--- config.mk ---
export PLATFORM = sky130hd
export DESIGN_NAME = serial_byte_rx
export DESIGN_NICKNAME = d
export VERILOG_FILES = /design/src/rtl/serial_byte_rx.sv
export SDC_FILE = /design/constraint.sdc
export NUM_CORES = 1
export LEC_CHECK = 0
export ABC_AREA = 1
export CORE_MARGIN = 1.5
export CORE_UTILIZATION = 33
export DETAILED_ROUTE_END_ITERATION = 7
export HOLD_SLACK_MARGIN = 0.12
export PLACE_DENSITY = 0.51
export RECOVER_POWER = 25
export SYNTH_ARGS = -nofsm -noshare
export SYNTH_HDL_FRONTEND = slang
export SYNTH_SLANG_ARGS = --single-unit
--- constraint.sdc ---
create_clock -name CLOCK_Digtal -period 3.98 [get_ports CLOCK_Digtal]
set_clock_uncertainty 0.05 [all_clocks]
set_input_delay 0.398 -clock CLOCK_Digtal [delete_from_list [all_inputs] [get_ports CLOCK_Digtal]]
set_output_delay 0.398 -clock CLOCK_Digtal [all_outputs]
set_load 0.02 [all_outputs]
--- src/rtl/serial_byte_rx.sv ---
`default_nettype none
// ============================================================================
//  Module   : serial_byte_rx
//  Purpose  : UART-style oversampling byte receiver (8N1, or 8E1/8O1 when
//             SERIAL_RX_PARITY_EN is defined). Each good byte is presented on
//             Rx_Data one clock before a stretched RD strobe, so a downstream
//             stage can edge-detect RD and finish its RAM write.
//  Options  : SERIAL_RX_PARITY_EN - adds a parity bit after the data bits;
//             PARITY_ODD selects its sense (0 = even, 1 = odd).
//  Revision : 1.0 - initial release
// ============================================================================
module serial_byte_rx #(
    parameter int CLKS_PER_BIT   = 434,
    parameter int RD_HIGH_CYCLES = 16,
    parameter bit PARITY_ODD     = 1'b0
) (
    input  logic       CLOCK_Digtal,
    input  logic       RST_n,
    input  logic       RXD,
    output logic       RD,
    output logic [7:0] Rx_Data,
    output logic       Frame_Err,
    output logic       Overrun_Err,
    output logic       Parity_Err,
    output logic       Busy
);

    // Half-bit point finds the middle of the start bit; full-bit steps
    // from there land in the middle of every following bit.
    localparam logic [15:0] c_HALF_BIT = 16'(CLKS_PER_BIT / 2 - 1);
    localparam logic [15:0] c_FULL_BIT = 16'(CLKS_PER_BIT - 1);
    localparam logic [15:0] c_RD_LAST  = 16'(RD_HIGH_CYCLES - 1);

    localparam logic [2:0] c_ST_IDLE   = 3'd0;
    localparam logic [2:0] c_ST_START  = 3'd1;
    localparam logic [2:0] c_ST_DATA   = 3'd2;
`ifdef SERIAL_RX_PARITY_EN
    localparam logic [2:0] c_ST_PARITY = 3'd3;
`endif
    localparam logic [2:0] c_ST_STOP   = 3'd4;
    localparam logic [2:0] c_ST_LOAD   = 3'd5;
    localparam logic [2:0] c_ST_BREAK  = 3'd6;

    logic        sync1_q, sync2_q;
    logic        rxs;
    logic [2:0]  state_q, state_d;
    logic [15:0] cnt_q, cnt_d;
    logic [2:0]  bit_idx_q, bit_idx_d;
    logic [7:0]  shift_q, shift_d;
    logic [7:0]  rx_data_q, rx_data_d;
    logic        frame_err_q, frame_err_d;
    logic        overrun_err_q, overrun_err_d;
    logic        parity_err_q, parity_err_d;
    logic        par_bad_q, par_bad_d;
    logic        busy_q, busy_d;
    logic        load_pend_q, load_pend_d;
    logic        rd_q;
    logic [15:0] rd_cnt_q;
    logic        w_bit_tick;
    logic        w_rd_active;

    assign rxs         = sync2_q;
    assign w_bit_tick  = (cnt_q == c_FULL_BIT);
    // A byte loaded last clock counts as active even before RD rises.
    assign w_rd_active = rd_q | load_pend_q;

`ifndef SERIAL_RX_PARITY_EN
    logic unused_parity_cfg;
    assign unused_parity_cfg = PARITY_ODD;
`endif

    // Two-flop synchronizer; presets to the idle-high line level.
    always_ff @(posedge CLOCK_Digtal or negedge RST_n) begin
        if (!RST_n) begin
            sync1_q <= 1'b1;
            sync2_q <= 1'b1;
        end else begin
            sync1_q <= RXD;
            sync2_q <= sync1_q;
        end
    end

    // Frame FSM state register.
    always_ff @(posedge CLOCK_Digtal or negedge RST_n) begin
        if (!RST_n) begin
            state_q <= c_ST_IDLE;
        end else begin
            state_q <= state_d;
        end
    end

    // Frame FSM next-state logic.
    always_comb begin
        state_d = state_q;
        case (state_q)
            c_ST_IDLE: begin
                if (!rxs) state_d = c_ST_START;
            end
            c_ST_START: begin
                if (cnt_q == c_HALF_BIT) state_d = rxs ? c_ST_IDLE : c_ST_DATA;
            end
            c_ST_DATA: begin
                if (w_bit_tick && (bit_idx_q == 3'd7)) begin
`ifdef SERIAL_RX_PARITY_EN
                    state_d = c_ST_PARITY;
`else
                    state_d = c_ST_STOP;
`endif
                end
            end
`ifdef SERIAL_RX_PARITY_EN
            c_ST_PARITY: begin
                if (w_bit_tick) state_d = c_ST_STOP;
            end
`endif
            c_ST_STOP: begin
                if (w_bit_tick) begin
                    if (!rxs)          state_d = c_ST_BREAK;
                    else if (par_bad_q) state_d = c_ST_IDLE;
                    else               state_d = c_ST_LOAD;
                end
            end
            c_ST_LOAD:  state_d = c_ST_IDLE;
            // A held-low line must return high before a new start is accepted.
            c_ST_BREAK: begin
                if (rxs) state_d = c_ST_IDLE;
            end
            default:    state_d = c_ST_IDLE;
        endcase
    end

    // Frame FSM outputs: bit timing, shifting, byte load and error pulses.
    always_comb begin
        cnt_d         = 16'd0;
        bit_idx_d     = bit_idx_q;
        shift_d       = shift_q;
        rx_data_d     = rx_data_q;
        frame_err_d   = 1'b0;
        overrun_err_d = 1'b0;
        parity_err_d  = 1'b0;
        par_bad_d     = par_bad_q;
        load_pend_d   = 1'b0;
        case (state_q)
            c_ST_IDLE: begin
                bit_idx_d = 3'd0;
                par_bad_d = 1'b0;
            end
            c_ST_START: begin
                cnt_d = (cnt_q == c_HALF_BIT) ? 16'd0 : cnt_q + 16'd1;
            end
            c_ST_DATA: begin
                if (w_bit_tick) begin
                    shift_d   = {rxs, shift_q[7:1]};
                    bit_idx_d = bit_idx_q + 3'd1;
                end else begin
                    cnt_d = cnt_q + 16'd1;
                end
            end
`ifdef SERIAL_RX_PARITY_EN
            c_ST_PARITY: begin
                if (w_bit_tick) begin
                    if (((^shift_q) ^ rxs) != PARITY_ODD) begin
                        parity_err_d = 1'b1;
                        par_bad_d    = 1'b1;
                    end
                end else begin
                    cnt_d = cnt_q + 16'd1;
                end
            end
`endif
            c_ST_STOP: begin
                if (w_bit_tick) begin
                    frame_err_d = ~rxs;
                end else begin
                    cnt_d = cnt_q + 16'd1;
                end
            end
            c_ST_LOAD: begin
                if (w_rd_active) begin
                    overrun_err_d = 1'b1;
                end else begin
                    rx_data_d   = shift_q;
                    load_pend_d = 1'b1;
                end
            end
            default: begin
            end
        endcase
        busy_d = (state_d != c_ST_IDLE) && (state_d != c_ST_BREAK);
    end

    // Datapath and output pulse registers.
    always_ff @(posedge CLOCK_Digtal or negedge RST_n) begin
        if (!RST_n) begin
            cnt_q         <= 16'd0;
            bit_idx_q     <= 3'd0;
            shift_q       <= 8'd0;
            rx_data_q     <= 8'd0;
            frame_err_q   <= 1'b0;
            overrun_err_q <= 1'b0;
            parity_err_q  <= 1'b0;
            par_bad_q     <= 1'b0;
            busy_q        <= 1'b0;
            load_pend_q   <= 1'b0;
        end else begin
            cnt_q         <= cnt_d;
            bit_idx_q     <= bit_idx_d;
            shift_q       <= shift_d;
            rx_data_q     <= rx_data_d;
            frame_err_q   <= frame_err_d;
            overrun_err_q <= overrun_err_d;
            parity_err_q  <= parity_err_d;
            par_bad_q     <= par_bad_d;
            busy_q        <= busy_d;
            load_pend_q   <= load_pend_d;
        end
    end

    // RD stretcher: rises the clock after Rx_Data loads, high RD_HIGH_CYCLES clocks.
    always_ff @(posedge CLOCK_Digtal or negedge RST_n) begin
        if (!RST_n) begin
            rd_q     <= 1'b0;
            rd_cnt_q <= 16'd0;
        end else if (load_pend_q) begin
            rd_q     <= 1'b1;
            rd_cnt_q <= c_RD_LAST;
        end else if (rd_q) begin
            if (rd_cnt_q == 16'd0) begin
                rd_q <= 1'b0;
            end else begin
                rd_cnt_q <= rd_cnt_q - 16'd1;
            end
        end
    end

    assign RD          = rd_q;
    assign Rx_Data     = rx_data_q;
    assign Frame_Err   = frame_err_q;
    assign Overrun_Err = overrun_err_q;
    // Never set without the parity option, so it reads as constant 0 there.
    assign Parity_Err  = parity_err_q;
    assign Busy        = busy_q;

endmodule
`default_nettype wire

---- Yosys cells after proc, flatten, opt, wreduce, memory -nomap -nowiden ----
Index checks and enable logic that the tools add are counted.
word-level totals
  flip-flop bits (word level) ............. 61
  latch bits .............................. 0
  bits in writable memories ............... 0
  bits in read-only memories .............. 0
  bits of input ports ..................... 3
  output and inout port bits .............. 13
  word-level logic and storage cells ...... 67
  memories kept ........................... 0
operators by class
  add/sub/neg operators ................... 3
  multipliers ............................. 0
  divide/modulo/power cells ............... 0
  magnitude comparators ................... 0
  equal/unequal tests ..................... 11
  shift operators ......................... 0
  muxes and demuxes ....................... 25
  bitwise operators ....................... 3
  reductions and logical operators ........ 12
operators with widths
  cell                     number
  $mux W16                 5
  $pmux W16 S2             1
  $mux W3                  6
  $add A16 B1 Y16 const B  1
  $eq A16 B8 Y1 const B    1
  $eq A16 B9 Y1 const B    1
  $logic_not A16 Y1        1
  $sub A16 B1 Y16 const B  1
  $pmux W3 S5              1
  $eq A3 B3 Y1 const B     4
  $mux W1                  9
  $reduce_and A2 Y1        4
  $pmux W3 S2              1
  $mux W2                  2
  $ne A2 B2 Y1 const B     2
  $reduce_bool A2 Y1       2
  $add A3 B1 Y3 const B    1
  $eq A3 B1 Y1 const B     1
  $eq A3 B2 Y1 const B     1
  $logic_not A3 Y1         1
  $ne A3 B3 Y1 const B     1
  $reduce_bool A3 Y1       1
  $logic_and A1 B1 Y1      2
  $not A1 Y1               2
  other kinds (2)          2

---- Depth between registers and ports, before layout ----
Gate-level depths: netlist of run 1.
  word-level depth ........................ 6
  depth in mapped cells ................... 12
  depth with buffers taken out ............ 12

---- Least setup slack after synthesis of run 1 ----
OpenSTA, ideal clock, no wires.
  kind .................................... reg-to-reg
  start point ............................. reg rd_cnt_q[0]
  end point ............................... reg rd_cnt_q[2]
  library setup time ...................... 0.134 ns
  arrival time ............................ 1.434 ns
  required time ........................... 3.796 ns
  setup slack ............................. 2.362 ns
  cell stages (with the launch flop) ...... 11
  buffers on the path ..................... 1
  period minus slack after synthesis ...... 1.618 ns
  cell sequence ........................... dfrtp_1 -> inv_1 -> ha_1 -> inv_1 -> nor3_2 -> nand2_1 -> nor2_4 -> a21oi_1 -> buf_2 -> nand3_1 -> nand3_1
between the ends
  longest elaborated chain between the ends .. 4
  elaborated cells between the ends (all ways) .. 7
  those cells by class .................... add/sub (1); eq/ne (1); mux (3); reduce/logical (2)
ends and longest elaborated chain
  element                 line  text
  from (decl)             58    logic [15:0] rd_cnt_q;
  from (signal assigned)  226   rd_cnt_q <= c_RD_LAST;
  from (signal assigned)  231   rd_cnt_q <= rd_cnt_q - 16'd1;
  $sub A16 B1 Y16         231
  $mux W16                228   if (rd_cnt_q == 16'd0) begin
  $mux W16                227   end else if (rd_q) begin
  $mux W16                224   end else if (load_pend_q) begin
Several ways; a longest one is shown, not always the timed one. The select of a mux whose other input is x is not followed.
A chain may end at the register's enable or synchronous reset.

==> results of run 1 <==
[final cells by class]
cell class	instances	area, µm²	area share
multi-input cells	300	1490	0.398
flip-flops and latches	61	1530	0.407
well taps	133	166	0.0443
clock inverters	6	111	0.0296
inverters	50	188	0.0500
clock buffers	10	128	0.0340
repair buffers	15	141	0.0376
[power by group through the flow]
stage | registers [mW] | clock network, mW | logic [mW]
floorplan | 0.634 | 0 | 0.00240
global placement | 0.634 | 0 | 0.0173
detailed placement | 0.634 | 0 | 0.0177
CTS | 0.622 | 0.695 | 0.0178
global route | 0.622 | 0.725 | 0.0196
finish | 0.622 | 0.672 | 0.0158
[through the flow]
step / util / power, mW / instances / setup WS [ns]
finish: 0.388 / 1.31 / 575 / 1.70
global route: 0.388 / 1.37 / 575 / 1.05
CTS: 0.389 / 1.33 / 575 / 1.91
detailed placement: 0.364 / 0.652 / 559 / 1.93
global placement: 0.364 / 0.651 / 559 / 1.99
floorplan: - / 0.636 / 419 / 2.36
[registers in the layout, indices dropped and copies added, names as in the netlist, 3 cells and up]
| name | flops |
|---|---|
| Rx_Data | 8 |
| shift_q | 8 |
| bit_idx_q | 3 |
| rd_cnt_q | 16 |
| cnt_q | 16 |
| state_q | 3 |
[routing by layer]
metal  vias to the layer above  GRT usage  part of all wire  wire length (µm)
li1                       1362          -                 -                 -
met1                      1227      0.194              0.50              3380
met2                        25      0.244              0.47              3190
met3                         6     0.0400             0.028               192
met4                         0     0.0558            0.0086                59
met5                         -          0                 0                 0
[final timing paths]
kind                                         start  cells past startpoint  slack [ns]                       end
min reg2reg                      sync1_q$_DFF_PN1_                      0        0.31             rxs$_DFF_PN1_
min in group asynchronous                    RST_n                      1        0.76   rd_cnt_q[1]$_DFFE_PN0P_
min                              sync1_q$_DFF_PN1_                      0        0.31             rxs$_DFF_PN1_
max in group CLOCK_Digtal  rd_cnt_q[0]$_DFFE_PN0P_                      9        1.90   rd_cnt_q[3]$_DFFE_PN0P_
max reg2reg                rd_cnt_q[0]$_DFFE_PN0P_                      9        1.90   rd_cnt_q[3]$_DFFE_PN0P_
max                                          RST_n                      1        1.70  bit_idx_q[2]$_DFFE_PN0P_
[logic make-up after synthesis]
kind of cell | after synthesis | share of synthesized area
and+or+nand+nor | 245 | 0.333
DFF | 61 | 0.466
buffers and inverters | 58 | 0.0756
AOI/OAI and AO/OA | 36 | 0.0683
xor gates and xnor gates | 11 | 0.0294
adders and majority gates | 6 | 0.0229
other | 1 | 0.00114
muxes | 1 | 0.00305
[cell usage in the layout (no fill, tap or decap), drive strengths merged]
cell type      instances
inv                   50
nand3                 39
conb                   1
xnor2                  2
a21boi                 2
clkinvlp               1
clkbuf                11
dfrtp                 59
clkinv                 2
or2                    3
o31ai                  1
nor2                  76
dfstp                  2
dlygate4sd3            1
and2                   1
bufinv                 3
nand4                 11
o21ai                 30
ha                     6
nand2                108
xor2                   9
buf                    1
mux2i                  1
a21o                   1
a21oi                  2
clkdlybuf4s50         12
nor3                   5
nand3b                 2
==> results.py, run 1 <==
metrics = {
    "sta": {
        "drv_slew": 46,
        "tightest_slew_ns": 2.47,
        "period_needed_ns": 2.28,
        "hold_slack_ns": 0.307,
        "clock.fmax_mhz": 439,
        "finalSetupViolations": 0,
        "hold_viol_final": 0,
        "fin_crit_sh": 0.572,
        "totalNegativeSetupSlack_ns": 0,
        "slew_headroom": -0.646,
        "rsz0062_at_grt": "false",
    },
    "worst_setup_path": {
        "cp_top_family": "buffers and inverters",
        "start_kind": "input pin",
        "crit_buf_inv": 1,
        "crit_arrival_ns": 2.15,
        "crit_type": "input pin to asynchronous set/reset pin",
        "critical_path.cell_chain": "clkbuf_1",
        "cpPeakStageDelay_ns": 1.71,
        "crit_path_top_delay_cell": "clkbuf_1",
        "path_max_fanout": 45,
        "worst_setup_path_end_kind": "asynchronous set/reset pin",
        "worstPathRequired_ns": 3.86,
    },
    "finish": {
        "drive_gt1_frac": 0.106,
        "area_growth_pct": 14.6,
        "fillCellCount": 1013,
        "antennaDiodeCount": 0,
        "final_area_mm2": 0.00376,
        "final_nets": 446,
    },
    "floorplan": {
        "die_y_um": 103,
        "die-area_mm2": 0.0105,
        "rows": 36,
        "fp.dieW_um": 103,
        "ios": 16,
        "start_util": 0.339,
        "coreArea_mm2": 0.00968,
    },
    "logic_synthesis": {
        "yosys_warnings": 0,
        "syn-mean-instance-area_um2": 7.82,
        "synth_common_cells": "105 x nand2_1, 70 x nor2_1, 59 x dfrtp_1, 47 x inv_1, 37 x nand3_1",
        "ys_types": 33,
        "synth_seq_cells": 61,
        "synthesis.area_mm2": 0.00328,
        "synth_top_flop_cell": "dfrtp_1",
        "synth.top_cell.area_share": 0.450,
        "yosysTopAreaCell": "dfrtp_1",
        "syn_nets": 428,
        "synthArstFlopShare": 1.00,
        "synth_area_leaders": "dfrtp_1 45%, nand2_1 12%, nor2_1 8.0%",
        "synth_most_common_cell": "nand2_1",
        "yosysSeqAreaShare": 0.466,
        "synthCells": 419,
        "synth_edf_count": 0,
    },
    "grt": {
        "grt_overflow": 0,
        "grt_usage": 0.151,
        "grt_pass1_vias": 2689,
        "grt_pass1_wl_um": 12300,
        "antenna_found_initial": 0,
        "grt_max_degree": 46,
    },
    "flow_run": {
        "maxCapViolCount": 1,
    },
    "power": {
        "ir_drop_uv": 154,
        "powerDensity_mw_per_mm2": 349,
        "combPwrFrac": 0.012,
        "internal-power_mw": 1.04,
        "pwr-share-seq": 0.475,
        "power_frac_clock": 0.513,
        "p_switching_uw": 270,
        "p_sw_frac": 0.206,
        "p_leak_nw": 1.94,
    },
    "clock_network": {
        "worstSkewPairLatency_ns": 0.34,
        "clk_pin_slew_ns": 0.07,
        "cts_hold_buf": 0,
        "postCtsResizedCells": 0,
        "root_buffer": "clkbuf_8",
        "htreeDepth": 3,
        "cts_buffers": 9,
        "cts_sinks": 61,
        "clockBufferDepth": 2,
        "cts_tree": "built",
        "cts_setup_buffers": 0,
    },
    "drt": {
        "routed_wl_um": 6820,
        "drcViolationCount": 0,
        "via_per_inst": 4.56,
        "drtPass1Iterations": 4,
        "antenna_left": 0,
        "vias": 2620,
        "first_iter_violations": 121,
        "wl_per_cell_um": 11.9,
    },
    "placement": {
        "numPortBuffers": 14,
        "placed_area_mm2": 0.00353,
        "gp_congestion": 0.866,
        "dpl.hpwl_um": 4840,
    },
    "worst_hold_path": {
        "hold_class": "flop to flop",
    },
    "status": {
        "failed_checks": "capacitance limit, slew limit",
        "status": "finished with violations",
    },
}
Power figures use the tool's default switching activity.
==> run 2: changes to the inputs <==
- clock period: 3.98 -> 2.2 ns (I/O delays scaled with it)
==> run 2 against run 1 <==
  * The flow now finishes without violations
  * Clock power up 38%
  * Die area is the same
  * Global-route usage decreased by 0.93 points
  * Critical endpoint is now rd_cnt_q[2]$_DFFE_PN0P_
==> results.py, run 2 (synthesis gave the netlist of run 1 again) <==
metrics = {
    "power": {
        "p_leak_nw": 1.92,
        "total_power_mw": 2.08,
        "internal-power_mw": 1.55,
        "p_switching_uw": 535,
        "power_frac_clock": 0.446,
        "pwr-share-seq": 0.540,
        "ir_drop_uv": 248,
        "combPwrFrac": 0.014,
        "p_sw_frac": 0.257,
        "powerDensity_mw_per_mm2": 559,
    },
    "grt": {
        "grt_usage": 0.141,
        "grt_overflow": 0,
        "grt_pass1_wl_um": 11600,
        "antenna_found_initial": 0,
        "grt_max_degree": 62,
        "grt_pass1_vias": 2548,
    },
    "drt": {
        "antenna_left": 0,
        "wl_per_cell_um": 11.3,
        "first_iter_violations": 106,
        "vias": 2623,
        "via_per_inst": 4.54,
        "drtPass1Iterations": 6,
        "drcViolationCount": 0,
        "routed_wl_um": 6550,
    },
    "worst_setup_path": {
        "critical_path.cell_chain": "inv_1 -> ha_1 -> inv_1 -> nor3_2 -> nand2_1 -> nor2_4 -> a21oi_1 -> nand3_1 -> nand3_1",
        "worstReg2RegStart": "rd_cnt_q[0]$_DFFE_PN0P_",
        "crit_path_top_delay_cell": "a21oi_1",
        "rrSetupSlack_ns": 0.22,
        "reg2reg_to": "rd_cnt_q[2]$_DFFE_PN0P_",
        "worst_setup_path_end_kind": "flop",
        "cpPeakStageDelay_ns": 0.63,
        "path_max_fanout": 11,
        "crit_type": "flop to flop",
        "cp_top_family": "compound AO/OA/AOI/OAI gates",
        "crit_buf_inv": 2,
        "r2r_cells": 9,
        "worstPathRequired_ns": 2.43,
        "start_kind": "flop",
        "crit_arrival_ns": 2.21,
    },
    "sta": {
        "drv_slew": 0,
        "fin_crit_sh": 0.899,
        "rsz0062_at_grt": "false",
        "fin_ws_ns": 0.221,
        "totalNegativeSetupSlack_ns": 0,
        "period_needed_ns": 1.98,
        "tightest_slew_ns": 1.38,
        "clock.fmax_mhz": 505,
        "hold_viol_final": 0,
        "finalSetupViolations": 0,
        "slew_headroom": 0.0777,
    },
    "floorplan": {
        "coreArea_mm2": 0.00968,
        "start_util": 0.339,
        "die-area_mm2": 0.0105,
        "rows": 36,
        "die_y_um": 103,
        "ios": 16,
        "fp.dieW_um": 103,
    },
    "placement": {
        "dp_slack_ns": 0.186,
        "dpl.hpwl_um": 4630,
        "numPortBuffers": 14,
        "gp_congestion": 0.807,
    },
    "flow_run": {
        "maxCapViolCount": 0,
    },
    "clock_network": {
        "cts_setup_buffers": 0,
        "cts_tree": "built",
        "postCtsResizedCells": 0,
        "root_buffer": "clkbuf_8",
        "clockBufferDepth": 2,
        "cts_sinks": 61,
        "clk_pin_slew_ns": 0.08,
        "cts_buffers": 9,
        "htreeDepth": 3,
        "worstSkewPairLatency_ns": 0.34,
    },
    "finish": {
        "top_regs": "cnt_q x16, rd_cnt_q x16",
        "fillCellCount": 1001,
        "final_common_cell": "nand2_1",
        "area_growth_pct": 13.8,
        "drive_gt1_frac": 0.117,
        "mostFrequentLayoutCells": "105 x nand2_1, 70 x nor2_1, 59 x dfrtp_1",
        "antennaDiodeCount": 0,
        "final_nets": 449,
    },
    "worst_hold_path": {
        "hold_depth": 0,
        "holdCritStartpoint": "sync1_q$_DFF_PN1_",
        "hold_class": "flop to flop",
        "min_to": "rxs$_DFF_PN1_",
    },
    "status": {
        "status": "finished clean",
    },
}
run 2: cell types whose count changed in the layout (fill, tap and decap cells not counted), sizes merged:
cell         change
dlygate4sd3      +1
bufinv           -3
buf              +3
clkbuf           -2
inv              +3
clkinvlp         +2
clkinv           -1
run 2: worst max path at each step:
stage                                       start                 endpoint  slack [ns]  depth (start not counted)
after floorplan           rd_cnt_q[0]$_DFFE_PN0P_  rd_cnt_q[2]$_DFFE_PN0P_        0.58                         10
after global placement    rd_cnt_q[0]$_DFFE_PN0P_  rd_cnt_q[2]$_DFFE_PN0P_        0.21                          9
after detailed placement  rd_cnt_q[0]$_DFFE_PN0P_  rd_cnt_q[2]$_DFFE_PN0P_        0.19                          9
after CTS                 rd_cnt_q[0]$_DFFE_PN0P_  rd_cnt_q[2]$_DFFE_PN0P_        0.17                          9
after global routing      rd_cnt_q[0]$_DFFE_PN0P_  rd_cnt_q[4]$_DFFE_PN0P_        0.02                          8
final                     rd_cnt_q[0]$_DFFE_PN0P_  rd_cnt_q[2]$_DFFE_PN0P_        0.22                          9
run 2: timing repair:
item	CTS	global route
hold buffers	1	0
endpoints found under the setup margin	0	0
endpoints found under the hold margin	61	0
run 2: worst reg2reg max path, cell delays in order (launching register included):
cell and delay (ns):
dfrtp_1 0.32, inv_1 0.08, ha_1 0.26, inv_1 0.10
nor3_2 0.05, nand2_1 0.10, nor2_4 0.06, a21oi_1 0.63
nand3_1 0.15, nand3_1 0.12
run 2: routing by layer:
layer / track usage / part of all wire / vias up
li1: - / - / 1367
met1: 0.186 / 0.51 / 1210
met2: 0.220 / 0.44 / 34
met3: 0.0434 / 0.033 / 12
met4: 0.0516 / 0.018 / 0
met5: 0 / 0 / -
run 2: per-stage QoR:
stage / hold slack, ns / instances / utilization / area (µm²)
after floorplan: -0.126 / 419 / - / 3280
after global placement: 0.213 / 561 / 0.367 / 3550
after detailed placement: 0.213 / 561 / 0.367 / 3550
after CTS: 0.213 / 578 / 0.387 / 3750
after global routing: 0.314 / 578 / 0.385 / 3730
final: 0.309 / 578 / 0.385 / 3730
run 2: layout make-up:
| class | count | area (µm²) | share of cell area |
|---|---|---|---|
| repair buffers | 18 | 165 | 0.0443 |
| clock inverters | 7 | 57.6 | 0.0154 |
| flip-flops and latches | 61 | 1530 | 0.410 |
| well taps | 133 | 166 | 0.0446 |
| clock buffers | 9 | 124 | 0.0332 |
| multi-input cells | 300 | 1500 | 0.402 |
| inverters | 50 | 188 | 0.0503 |
run 2: power groups by stage:
stage	clock (mW)	combinational, mW	sequential [mW]
2_1_floorplan	0	0.00434	1.15
3_3_place_gp	0	0.0344	1.15
3_5_place_dp	0	0.0345	1.15
4_1_cts	0.976	0.0359	1.12
5_1_grt	1.03	0.0355	1.13
6_report	0.930	0.0290	1.12
==> run 3: changes to the inputs <==
- ABC_CLOCK_PERIOD_IN_PS: unset -> 2200
==> results of run 3 <==
Final layout, timing and power as in run 2 (identical DEF).
